File: src/rtl/bp_pkg.sv
// Shared branch-predictor definitions: counter encoding, FSM states, index hash.
package bp_pkg;

    localparam logic [1:0] CTR_SNT = 2'b00;
    localparam logic [1:0] CTR_WNT = 2'b01;
    localparam logic [1:0] CTR_WT  = 2'b10;
    localparam logic [1:0] CTR_ST  = 2'b11;

    typedef enum logic {
        INIT = 1'b0,
        RUN  = 1'b1
    } bp_state_e;

    // PC word address XOR zero-extended history; the caller truncates to its
    // own index width, so any table size can share this one definition.
    function automatic logic [31:0] bp_index(input logic [63:0] pc,
                                             input logic [31:0] hist);
        return 32'((pc >> 2) ^ {32'b0, hist});
    endfunction

endpackage

File: src/rtl/sat_counter2.sv
// 2-bit saturating up/down counter step (combinational).
module sat_counter2
    import bp_pkg::*;
(
    input  logic [1:0] ctr_i,
    input  logic       taken_i,
    output logic [1:0] ctr_next_o
);

    // Move one step toward the resolved direction, sticking at the ends.
    always_comb begin
        ctr_next_o = ctr_i;
        if (taken_i) begin
            if (ctr_i != CTR_ST) ctr_next_o = ctr_i + 2'd1;
        end else begin
            if (ctr_i != CTR_SNT) ctr_next_o = ctr_i - 2'd1;
        end
    end

endmodule

File: src/rtl/pht.sv
// Pattern history table: hashed 2-bit counters, registered prediction,
// two-stage read-modify-write update with forwarding, init sweep after reset.
module pht
    import bp_pkg::*;
#(
    parameter int LINE_NUM   = 1024,
    parameter int HIST_WIDTH = 6,
    parameter int PC_WIDTH   = 32
) (
    input  logic                  clk,
    input  logic                  rst,
    input  logic                  stall,
    input  logic                  req_valid,
    input  logic [PC_WIDTH-1:0]   req_pc,
    input  logic [HIST_WIDTH-1:0] req_hist,
    output logic                  pred_valid,
    output logic                  pred_taken,
    output logic [1:0]            pred_ctr,
    input  logic                  upd_valid,
    input  logic [PC_WIDTH-1:0]   upd_pc,
    input  logic [HIST_WIDTH-1:0] upd_hist,
    input  logic                  upd_taken,
    output logic                  busy
);

    localparam int IDX_W = $clog2(LINE_NUM);

    bp_state_e        state_q, state_d;
    logic [IDX_W-1:0] sweep_q, sweep_d;
    logic             run;

    logic [1:0]       ctr_q [LINE_NUM];

    logic [IDX_W-1:0] req_idx, upd_idx;
    logic [1:0]       req_rd, upd_rd;

    // U1 holds a captured update; U2 is the combinational saturate + write.
    logic             u1_vld_q, u1_vld_d;
    logic [IDX_W-1:0] u1_idx_q;
    logic             u1_taken_q;
    logic [1:0]       u1_ctr_q;
    logic [1:0]       u2_new;

    logic             pred_valid_q;
    logic [1:0]       pred_ctr_q;

    assign req_idx = IDX_W'(bp_index(64'(req_pc), 32'(req_hist)));
    assign upd_idx = IDX_W'(bp_index(64'(upd_pc), 32'(upd_hist)));
    assign run     = (state_q == RUN);

    sat_counter2 u_sat (
        .ctr_i      (u1_ctr_q),
        .taken_i    (u1_taken_q),
        .ctr_next_o (u2_new)
    );

    // Next state: sweep every entry once, then run until the next reset.
    always_comb begin
        state_d = state_q;
        sweep_d = sweep_q;
        busy    = 1'b0;
        case (state_q)
            INIT: begin
                busy    = 1'b1;
                sweep_d = sweep_q + 1'b1;
                if (sweep_q == IDX_W'(LINE_NUM - 1)) state_d = RUN;
            end
            default: ;
        endcase
    end

    // FSM and sweep pointer registers.
    always_ff @(posedge clk) begin
        if (!rst) begin
            state_q <= INIT;
            sweep_q <= '0;
        end else begin
            state_q <= state_d;
            sweep_q <= sweep_d;
        end
    end

    // Reads see the in-flight U2 write so same-index traffic never goes stale.
    always_comb begin
        req_rd   = (u1_vld_q && (u1_idx_q == req_idx)) ? u2_new : ctr_q[req_idx];
        upd_rd   = (u1_vld_q && (u1_idx_q == upd_idx)) ? u2_new : ctr_q[upd_idx];
        u1_vld_d = upd_valid && !stall && run;
    end

    // U1 capture; a stall only blocks new captures, never the pending write.
    always_ff @(posedge clk) begin
        if (!rst) begin
            u1_vld_q <= 1'b0;
        end else begin
            u1_vld_q <= u1_vld_d;
            if (u1_vld_d) begin
                u1_idx_q   <= upd_idx;
                u1_taken_q <= upd_taken;
                u1_ctr_q   <= upd_rd;
            end
        end
    end

    // Counter array: sweep writes in INIT, U2 writes in RUN, nothing in reset.
    always_ff @(posedge clk) begin
        if (rst) begin
            if (state_q == INIT)  ctr_q[sweep_q]  <= CTR_WNT;
            else if (u1_vld_q)    ctr_q[u1_idx_q] <= u2_new;
        end
    end

    // Prediction registers; frozen by stall and idle during INIT.
    always_ff @(posedge clk) begin
        if (!rst) begin
            pred_valid_q <= 1'b0;
            pred_ctr_q   <= CTR_SNT;
        end else if (run && !stall) begin
            pred_valid_q <= req_valid;
            pred_ctr_q   <= req_rd;
        end
    end

    assign pred_valid = pred_valid_q;
    assign pred_ctr   = pred_ctr_q;
    assign pred_taken = pred_ctr_q[1];

endmodule

File: config.mk
export PLATFORM = sky130hd
export DESIGN_NAME = pht
export DESIGN_NICKNAME = d
export VERILOG_FILES = /design/src/rtl/bp_pkg.sv /design/src/rtl/sat_counter2.sv /design/src/rtl/pht.sv
export SDC_FILE = /design/constraint.sdc
export NUM_CORES = 2
export LEC_CHECK = 0
export BUFFER_PORTS_ARGS = -buffer_cell sky130_fd_sc_hd__buf_2
export CAP_MARGIN = 10
export CORE_MARGIN = 2
export CORE_UTILIZATION = 40
export DETAILED_ROUTE_END_ITERATION = 8
export SLEW_MARGIN = 20
export SYNTH_ARGS = -nofsm -noshare
export SYNTH_HDL_FRONTEND = slang
export SYNTH_SLANG_ARGS = --single-unit
File: constraint.sdc
create_clock -name clk -period 56.8 [get_ports clk]
set_clock_uncertainty 0.15 [all_clocks]
set_input_delay 8.52 -clock clk [delete_from_list [all_inputs] [get_ports clk]]
set_output_delay 8.52 -clock clk [all_outputs]
set_load 0.1 [all_outputs]
==> metrics <==
status=finished, final reports clean; busiest layer in global routing=met2; crit path setup slack, layout=42.86 ns; pre-CTS WS=41.91 ns; Layout Area Growth over Synthesis=11.0%; fraction of layout cells with a size suffix above 1=21.4%; Port Buffer Count=42; Post-Synth Adder-Cell Area=0.0223%; final WL=385 mm; setup TNS=0 ns; routed len/inst=37.1 um; Worst-Skew Late Latency=0.90 ns; Residual DRC=0; Ports=87; Comb power frac=10.9%; Yosys cell types=72; RSZ-0062 raised after global routing=no; multiplexer area fraction after synthesis=19.1%; Post-Syn Area=101000 um2; Cells after DPL=9962; hpwl dp=224 mm; final cell count without fillers=10400; CP Launch Type=input pin; Starting Density=40.2%; syn_nets=7073; ys flop type=edfxtp_1; grt met2 use=43.6%; Int Power=2.59 mW; achievable frequency=71.7 MHz; worst vdd ir=24.9 uV; synth warn=0; worst path arrival time=14.39 ns; htree depth=4; post-synth top area share=61.3%; leak pwr=34.4 nW; cts hold-fix bufs=0; clock share of power=41.8%; WS Path Type=input pin to flip-flop; core footprint=251000 um2; GP Congestion=0.950; CTS resizes=0; CP required=57.25 ns; Post-synth top cells=2061 x edfxtp_1, 1114 x nor2_1, 899 x nand2_1; min-delay worst type=flip-flop to flip-flop; top post-synthesis cells by area=edfxtp_1 61%, mux4_2 18%, nor2_1 4.1%; number of global-route vias before repair=68300; period utilization=24.5%; share of power burned in registers=47.2%; final setup violation count=0; die area=257000 um2; top-count cell post-synth=edfxtp_1; M1 GR Usage=38.1%; largest family of logic cells by synthesized area=multiplexers; drt first pass iters=7; initial antenna violation count=21; Compound-Gate Fraction of Synth Area=5.38%; switching share of power=26.1%; DIE HEIGHT=507 um; max-cap viol count=0; 1st-iter DRT viols=11800; final-report hold violation count=0; Global Route Usage Sum=29.4%; Avg Cell Area, Syn=14.5 um2; Max-slew headroom=11.4%; grt met3 use=9.24%; crit path max fanout=111; Async SR Flop Fraction=0%; detailed-route via count=70400; # rows=184; slew of the pin with the lowest slew margin=1.32 ns; Synth Register Bits=2076; crit path time final=13.94 ns; Die W=507 um; grt ovf=0; Final Max Tran Viols=0; register area share after synthesis=61.6%; CTS tree=yes; clk sinks=2076; Critical Path Sink Type=flip-flop; Max Buffers Root-to-Sink=3; Post-synth EDFFs=2061; final net count=6917; largest net degree at the start of global routing=274; global-route wire length before repair=533 mm; clk slew on worst S/H paths=0.07 ns; Switch Pwr=0.916 mW; vias per inst=6.78; Routed Antenna Nets=0; Post-CTS Repair Setup Buffers=0; CTS root buf=clkbuf_16; Final Core Density=44.6%; Simple-Gate Fraction of Synth Area=10.4%; Synth area leader=edfxtp_1; Post-DP Area=105000 um2; XOR/XNOR Fraction of Synth Area=0.414%; CTS Buf Count=216; Gate Count Post-Synth=6990; final instance area=112000 um2; P per Cell Area=31.3 nW/um2
==> layout make-up <==
cell class	count	area (um2)
sequential	2076	62200
tap	3348	4190
clock buffer	258	5580
inverter	15	73.8
timing repair buffer	246	2020
multi-input combinational	4279	36400
antenna	9	22.5
fill	21900	139000
clock inverter	148	1600
==> through the flow <==
step                power (mW)  hold WS (ns)
finish                    3.51         0.323
global placement          2.06         0.304
CTS                       3.50         0.313
global route              3.57         0.355
detailed placement        2.06         0.305
floorplan                 1.90         0.333
==> power by group through the flow <==
stage	combinational [mW]	clock (mW)	sequential, mW
3_5_place_dp	0.367	0	1.69
3_3_place_gp	0.367	0	1.69
4_1_cts	0.367	1.47	1.66
2_1_floorplan	0.211	0	1.69
6_report	0.384	1.47	1.66
5_1_grt	0.383	1.53	1.66
==> cells in the final DEF, fill, tap and decap left out, drive strengths merged, types with 8 or more instances in the layout <==
cell,instances
edfxtp,2061
nor2,1114
nand2,899
mux4,806
nand3,314
clkbuf,258
buf,246
a22oi,209
a21oi,119
a31oi,112
mux2i,105
clkinv,100
nand4,92
a32oi,58
a22o,50
a221oi,47
o21ai,44
nor3,42
xnor2,33
bufinv,29
nor4,24
o211ai,23
o22ai,23
o2111ai,22
inv,22
and3,15
dfxtp,15
mux2,12
clkinvlp,12
nor2b,12
and2,11
xor2,10
diode,9
a211oi,8
==> state kept, by name, summed over array words and instances (netlist names) <==
register	count
run	1
ctr_q	2048
pred_valid	1
pred_ctr	2
u1_vld_q	1
u1_taken_q	1
u1_idx_q	10
sweep_q	10
u1_ctr_q	2
==> worst max-delay path, stage by stage <==
cell and delay, ns:
buf_2 0.13, xnor2_4 0.18, inv_8 0.64, buf_4 0.78, buf_4 0.75, buf_4 0.81, mux4_2 0.44, a22oi_1 0.20
nand2_1 0.08, nor4_1 0.37, buf_4 0.24, nand4_1 0.29, nand4_1 0.42, o41a_1 0.21, a22oi_1 0.08
==> worst paths after layout <==
path	startpoint	endpoint	slack (ns)	cells past startpoint
worst min register to register	pred_valid$_SDFFE_PN0P_	pred_valid$_SDFFE_PN0P_	0.32	2
worst max register to register	run$_SDFF_PN0_	ctr_q[908][1]$_DFFE_PP_	51.57	6
worst max-delay path	upd_hist[1]	u1_ctr_q[1]$_DFFE_PP_	42.86	15
worst min-delay path	pred_valid$_SDFFE_PN0P_	pred_valid$_SDFFE_PN0P_	0.32	2
==> metal layers <==
layer	vias to the layer above	wire length (um)
met5	-	74
met4	10	26700
met3	1240	55300
met2	5684	169000
met1	36200	134000
li1	27200	-
==> logic make-up (layout without fill, tap and decap cells) <==
family / after synthesis / count (layout)
flip-flops: 2076 / 2076
adder cells (fa/ha/maj): 2 / 2
AO/OA/AOI/OAI: 762 / 762
XOR/XNOR: 43 / 43
other: 0 / 9
buffers and inverters: 635 / 667
AND/OR/NAND/NOR: 2549 / 2549
multiplexers: 923 / 923
No activity file was read; power rests on OpenSTA's default activity.
